==> config.mk <==
export PLATFORM = sky130hd
export DESIGN_NAME = decimal_accumulator
export DESIGN_NICKNAME = d
export VERILOG_FILES = /design/src/rtl/decimal_accumulator.sv
export SDC_FILE = /design/constraint.sdc
export NUM_CORES = 1
export LEC_CHECK = 0
export CORE_MARGIN = 2
export CORE_UTILIZATION = 42
export CTS_CLUSTER_DIAMETER = 50
export CTS_CLUSTER_SIZE = 16
export DETAILED_ROUTE_END_ITERATION = 6
export GPL_TIMING_DRIVEN = 0
export SYNTH_ARGS = -nofsm -noshare
export SYNTH_HDL_FRONTEND = slang
export SYNTH_SLANG_ARGS = --single-unit
==> constraint.sdc <==
create_clock -name clk -period 2.3 [get_ports clk]
set_input_delay 0.46 -clock clk [delete_from_list [all_inputs] [get_ports clk]]
set_output_delay 0.46 -clock clk [all_outputs]
set_load 0.005 [all_outputs]
==> src/rtl/decimal_accumulator.sv <==
// Decimal-to-binary accumulator: folds an MSD-first BCD digit stream into a
// saturating 13-bit binary value using a three-state shift-and-add sequence.
`timescale 1ns/1ps
module decimal_accumulator (
  input  logic        clk,
  input  logic        rst_n,
  input  logic        clear,
  input  logic        digit_valid,
  input  logic [3:0]  digit,
  output logic        digit_ready,
  input  logic        commit,
  output logic [12:0] value,
  output logic        value_valid,
  output logic        overflow,
  output logic        digit_error
);

  localparam int unsigned ACC_W = 13;
  localparam int unsigned TMP_W = 17;
  localparam int unsigned DIG_W = 4;

  localparam logic [1:0] IDLE    = 2'd0;
  localparam logic [1:0] TIMES8  = 2'd1;
  localparam logic [1:0] TIMES10 = 2'd2;

  localparam logic [ACC_W-1:0] ACC_MAX = '1;
  localparam logic [DIG_W-1:0] DIG_MAX = DIG_W'(9);

  logic [1:0]       state, state_next;
  logic [ACC_W-1:0] acc, acc_next;
  logic [TMP_W-1:0] tmp, tmp_next;
  logic [DIG_W-1:0] digit_q, digit_next;
  logic             value_valid_next, overflow_next, digit_error_next;
  logic [TMP_W-1:0] sum;

  assign value       = acc;
  assign digit_ready = (state == IDLE) && !commit && !clear;
  assign sum         = tmp + (TMP_W'(acc) << 1);

  // Next-state and datapath update; clear overrides everything.
  always_comb begin
    state_next       = state;
    acc_next         = acc;
    tmp_next         = tmp;
    digit_next       = digit_q;
    value_valid_next = 1'b0;
    overflow_next    = overflow;
    digit_error_next = digit_error;
    if (clear) begin
      state_next       = IDLE;
      acc_next         = '0;
      tmp_next         = '0;
      digit_next       = '0;
      overflow_next    = 1'b0;
      digit_error_next = 1'b0;
    end else begin
      case (state)
        IDLE: begin
          if (commit) begin
            value_valid_next = 1'b1;
          end else if (digit_valid) begin
            if (digit > DIG_MAX) begin
              digit_error_next = 1'b1;
            end else begin
              digit_next = digit;
              state_next = TIMES8;
            end
          end
        end
        TIMES8: begin
          tmp_next   = (TMP_W'(acc) << 3) + TMP_W'(digit_q);
          state_next = TIMES10;
        end
        TIMES10: begin
          state_next = IDLE;
          // Once saturated, stay pinned at the maximum.
          if (overflow || (sum > TMP_W'(ACC_MAX))) begin
            acc_next      = ACC_MAX;
            overflow_next = 1'b1;
          end else begin
            acc_next = sum[ACC_W-1:0];
          end
        end
        default: state_next = IDLE;
      endcase
    end
  end

  // State and datapath registers.
  always_ff @(posedge clk or negedge rst_n) begin
    if (!rst_n) begin
      state       <= IDLE;
      acc         <= '0;
      tmp         <= '0;
      digit_q     <= '0;
      value_valid <= 1'b0;
      overflow    <= 1'b0;
      digit_error <= 1'b0;
    end else begin
      state       <= state_next;
      acc         <= acc_next;
      tmp         <= tmp_next;
      digit_q     <= digit_next;
      value_valid <= value_valid_next;
      overflow    <= overflow_next;
      digit_error <= digit_error_next;
    end
  end

endmodule

# After elaboration in Yosys (flattened, before gate mapping)
# Cells that the tools add are included.
# totals
register_bits,39
out_inout_bits,17
wordCells,60
# op_classes
n_addsub,2
order_cmp,2
n_eq_ne,7
muxes,26
reduce_logical,16
# ops
op,n
$mux 13,3
$mux 17,2
$mux 4,5
$add 16x4->17,1
$add 17x14->17,1
$gt 17x13->1 const B,1
$reduce_bool 2->1,6
$mux 1,11
$ne 3x3->1 const B,3
$mux 2,4
$reduce_and 4->1,2
$gt 4x4->1 const B,1
$ne 2x2->1 const B,2
$pmux 2 s2,1
$reduce_and 3->1,1
$eq 2x1->1 const B,1
$eq 2x2->1 const B,1
$logic_and 1x1->1,2
$logic_not 1->1,2
$logic_not 2->1,1
$reduce_and 2->1,1
$logic_or 1x1->1,1

# Longest topological paths before layout
# logic_depth
ltp_word,6
depth_mapped,11
mapped_depth_nobuf,10

# Worst setup path before layout
# Ideal clock, no wire load.
# synth_timing
kind,reg2reg
start,"register acc[0], in the netlist value[0]"
end,"register acc[12], in the netlist value[12]"
setup_time_ns,0.144
arrival_ns,2.254
required_time_ns,2.156
path_slack_ns,-0.098
path_stages_with_launch,12
synth_period_minus_slack_ns,2.398
path_cell_list,dfrtp_1 ha_1 inv_1 fa_1 nor2b_1 o31ai_2 a21oi_1 a21oi_1 xnor2_1 nor4_4 buf_6 a211oi_2
# synth_between
elab_chain_len,6
# synth_rtl
element,line,source
"start, declared",30,"logic [ACC_W-1:0] acc, acc_next;"
"start signal, assigned",101,acc <= acc_next;
$add 17x14->17 (*),38,assign sum = tmp + (TMP_W'(acc) << 1);
$gt 17x13->1,77,if (overflow || (sum > TMP_W'(ACC_MAX))) begin
$logic_or 1x1->1,77,
$mux 13 (*),77,
$mux 13 (*),57,case (state)
$mux 13 (*),49,if (clear) begin
# Mark *: on every way between the ends. The rest lies on a longest branch, timed or not. The select of a mux whose other input is x is not followed.
# A chain may end at the register's enable or synchronous reset.

# Final worst setup path
# layout_timing
start,register tmp[2]
end,"register acc[2], in the netlist value[2]"
# layout_between
elab_chain_len,6
# layout_rtl
element,line,source
"start, declared",31,"logic [TMP_W-1:0] tmp, tmp_next;"
"start signal, assigned",102,tmp <= tmp_next;
$add 17x14->17 (*),38,
$gt 17x13->1,77,
$logic_or 1x1->1,77,
$mux 13 (*),77,
$mux 13 (*),57,
$mux 13 (*),49,
# Marked as above.

==> run_results.csv <==
group,metric,value,unit
timing,period_needed,2.49,ns
die,floorplan.initialDensity,43.9,%
setup_path,cp_max_fo,5,
setup_path,cp_slowest_cell,"dfrtp_2",
power_and_ir_drop,finalPower,0.00134,W
cells_and_area,area_growth,29.4,%
routing,routed_via_density,5.31,
global_route,grt_use_total,20.7,%
timing,rsz0062_at_grt,"true",
synthesis,ys_top_cells_by_count,"dfrtp_1 (39), nor2_1 (35), nand2_1 (24)",
global_route,grt_pass1_wl,10000,µm
die,die-area,6410,µm²
setup_path,crit_path_max_incr_delay,0.45,ns
synthesis,synth-warning-count,0,
cells_and_area,final_util,56.8,%
synthesis,synth_top_area_cell,"dfrtp_1",
placed_design,io_buffer_count,24,
routing,ant_nets,0,
setup_path,r2r_cells,9,
synthesis,yosysTopAreaCellShare,40.2,%
job,cap_violations,0,
routing,dr.pass1.iters,4,
synthesis,synthFlopType,"dfrtp_1",
global_route,grt_max_degree,32,
die,rows,27,
placed_design,routabilityCongestion,0.812,
die,die-width,80.1,µm
timing,worst_slack,-0.192,ns
clock_network,cts_made_buffers,5,
placed_design,dp_hpwl,4260,µm
routing,wl,6000,µm
die,core_area,5540,µm²
clock_network,cts_max_path_buffers,2,
power_and_ir_drop,peakVddDrop,0.294,mV
routing,drtIter0Drc,135,
setup_path,worst-endpoint-required,2.45,ns
timing,maxSlewViolCount,0,
setup_path,endpoint_kind,"register",
power_and_ir_drop,power_leakage,1.21,nW
clock_network,hold_buffers,0,
timing,hold_viol_final,0,
synthesis,syn_inst,252,
synthesis,yosysUniqueCellTypes,41,
setup_path,cp-startpoint,"tmp[2]",
die,dieHeight,80.1,µm
timing,worst_slew_pin_slew,0.829,ns
timing,fin_skew,0.00475,ns
timing,post-route-period-util,108,%
cells_and_area,final_nets,317,
synthesis,synth_area_per_cell,9.64,µm²
run_status,outcome,"finished, violations left",
cells_and_area,drive_gt1_share,25.3,%
clock_network,cts.clk_slew.worst_paths,0.08,ns
timing,setup_viol,13,
setup_path,crit_arrival,2.64,ns
synthesis,syn_area,2430,µm²
timing,clock.fmax,401,MHz
routing,avgRoutedWirePerCell,16.4,µm
setup_path,cp-endpoint,"value[2]",
synthesis,ys_seq_area_share,40.2,%
worst_hold_path,hp-class,"in2async",
clock_network,clk-insertion-delay-late,0.30,ns
routing,drc_errors,0,
die,ios,26,
run_status,violations,"negative setup slack",
power_and_ir_drop,power_density,425,nW/µm²
clock_network,cts_tree,"yes",
synthesis,synth_edf_count,0,
setup_path,startpoint_type,"register",
setup_path,r2r_start,"tmp[2]",
setup_path,r2r_slack,-0.19,ns
synthesis,syn_nets,277,
placed_design,place_ws,-0.444,ns
clock_network,cts_root_buffer,"clkbuf_8",
global_route,grt.overflow.total,0,
synthesis,yosysMostFrequentCell,"dfrtp_1",
setup_path,worstReg2RegEnd,"value[2]",
timing,max_slew_margin,44.7,%
cells_and_area,antenna-diode-count,0,
clock_network,cts_num_sinks,39,
synthesis,synth-async-reset-ratio,100,%
setup_path,crit_type,"reg2reg",
global_route,antenna_found_initial,0,
global_route,grt_pass1_vias,1943,
setup_path,cp_cell_sequence,"ha_4 -> a211oi_2 -> nor2_2 -> o31ai_4 -> o211ai_1 -> mux2i_2 -> nor4_4 -> buf_4 -> a211oi_1",
synthesis,yosys-top-cells-area,"dfrtp_1 (40%), ha_1 (7.7%), nor2_1 (5.4%)",
synthesis,ys_ff_latch,39,
clock_network,h-tree-depth,2,
routing,vias,1939,
[kinds of logic after synthesis]
kind of cell / share of synthesized area [%]
compound gates: 21.6
xor+xnor: 8.29
fa+ha+maj: 8.55
buf+inv: 3.14
flops: 40.2
mux: 2.06
simple gates: 16.2
[flip-flops by register name, summed over array words and instances (netlist names)]
register / cells
digit_q: 4
overflow: 1
tmp: 17
state: 2
value: 13
value_valid: 1
digit_error: 1
[routing by layer]
layer  track usage, %  routed length (µm)
met1             28.8                2960
met2             33.2                2800
met3             4.27                 181
met4             4.58                  63
met5                0                   0
[cell type report]
type                       instances  area, µm²
fill                             516       2400
multi-input combinational        195       1580
sequential                        39        985
timing repair buffer              34        330
tap                               72       90.1
clock buffer                       5       68.8
buffer                             9       42.5
inverter                           8       30.0
clock inverter                     3       20.0
[through the flow]
| stage | cell area, µm² | setup TNS, ns | hold WS, ns | instances |
|---|---|---|---|---|
| after floorplan | 2530 | -0.323 | 0.164 | 252 |
| after global placement | 2860 | -15.09 | 0.475 | 348 |
| after detailed placement | 2880 | -5.18 | 0.347 | 349 |
| after CTS | 3050 | -2.73 | 0.0237 | 360 |
| after global routing | 3140 | -4.19 | 0.0157 | 365 |
| final | 3140 | -2.35 | 0.00717 | 365 |
[worst min path at each step]
stage	from	endpoint	slack [ns]
3_3_place_gp	tmp[5]	tmp[5]	0.48
6_report	rst_n	tmp[11]	0.007
5_1_grt	rst_n	value[8]	0.02
4_1_cts	rst_n	value[8]	0.02
2_1_floorplan	rst_n	digit_error	0.16
3_5_place_dp	rst_n	tmp[7]	0.35
[report_power, final]
group / switching, W / internal, W
clock: 0.000270 / 0.000211
sequential: 0.0000145 / 0.000697
combinational: 0.0000767 / 0.0000657
total: 0.000361 / 0.000974
[cell usage in the layout, fill, tap and decap left out, types with 7 or more instances in the layout]
cell | netlist | routed
a211oi_2 | 10 | 12
a21oi_1 | 15 | 12
buf_4 | 0 | 7
clkbuf_1 | 8 | 7
clkdlybuf4s50_1 | 0 | 23
dfrtp_1 | 39 | 32
dfrtp_2 | 0 | 7
ha_4 | 0 | 9
nand2_1 | 24 | 24
nor2_1 | 35 | 34
o21ai_1 | 15 | 15
xnor2_1 | 12 | 10
xor2_1 | 11 | 11
[critical path: cells and delay by family, from the launching register on]
| family | cells | cell delay [ns] |
|---|---|---|
| muxes | 1 | 0.22 |
| buffers and inverters | 1 | 0.19 |
| AOI/OAI and AO/OA | 4 | 0.76 |
| DFF | 1 | 0.45 |
| adders and majority gates | 1 | 0.25 |
| and+or+nand+nor | 2 | 0.46 |
[timing repair]
| action | 4_1_cts | 5_1_grt |
|---|---|---|
| setup endpoints to repair | 14 | 14 |
| buffers inserted | 3 | 5 |
| gates cloned | 1 | 0 |
| pin swaps | 3 | 6 |
| gates resized for setup | 15 | 12 |
Note: power is estimated with default switching activity, not from simulation.
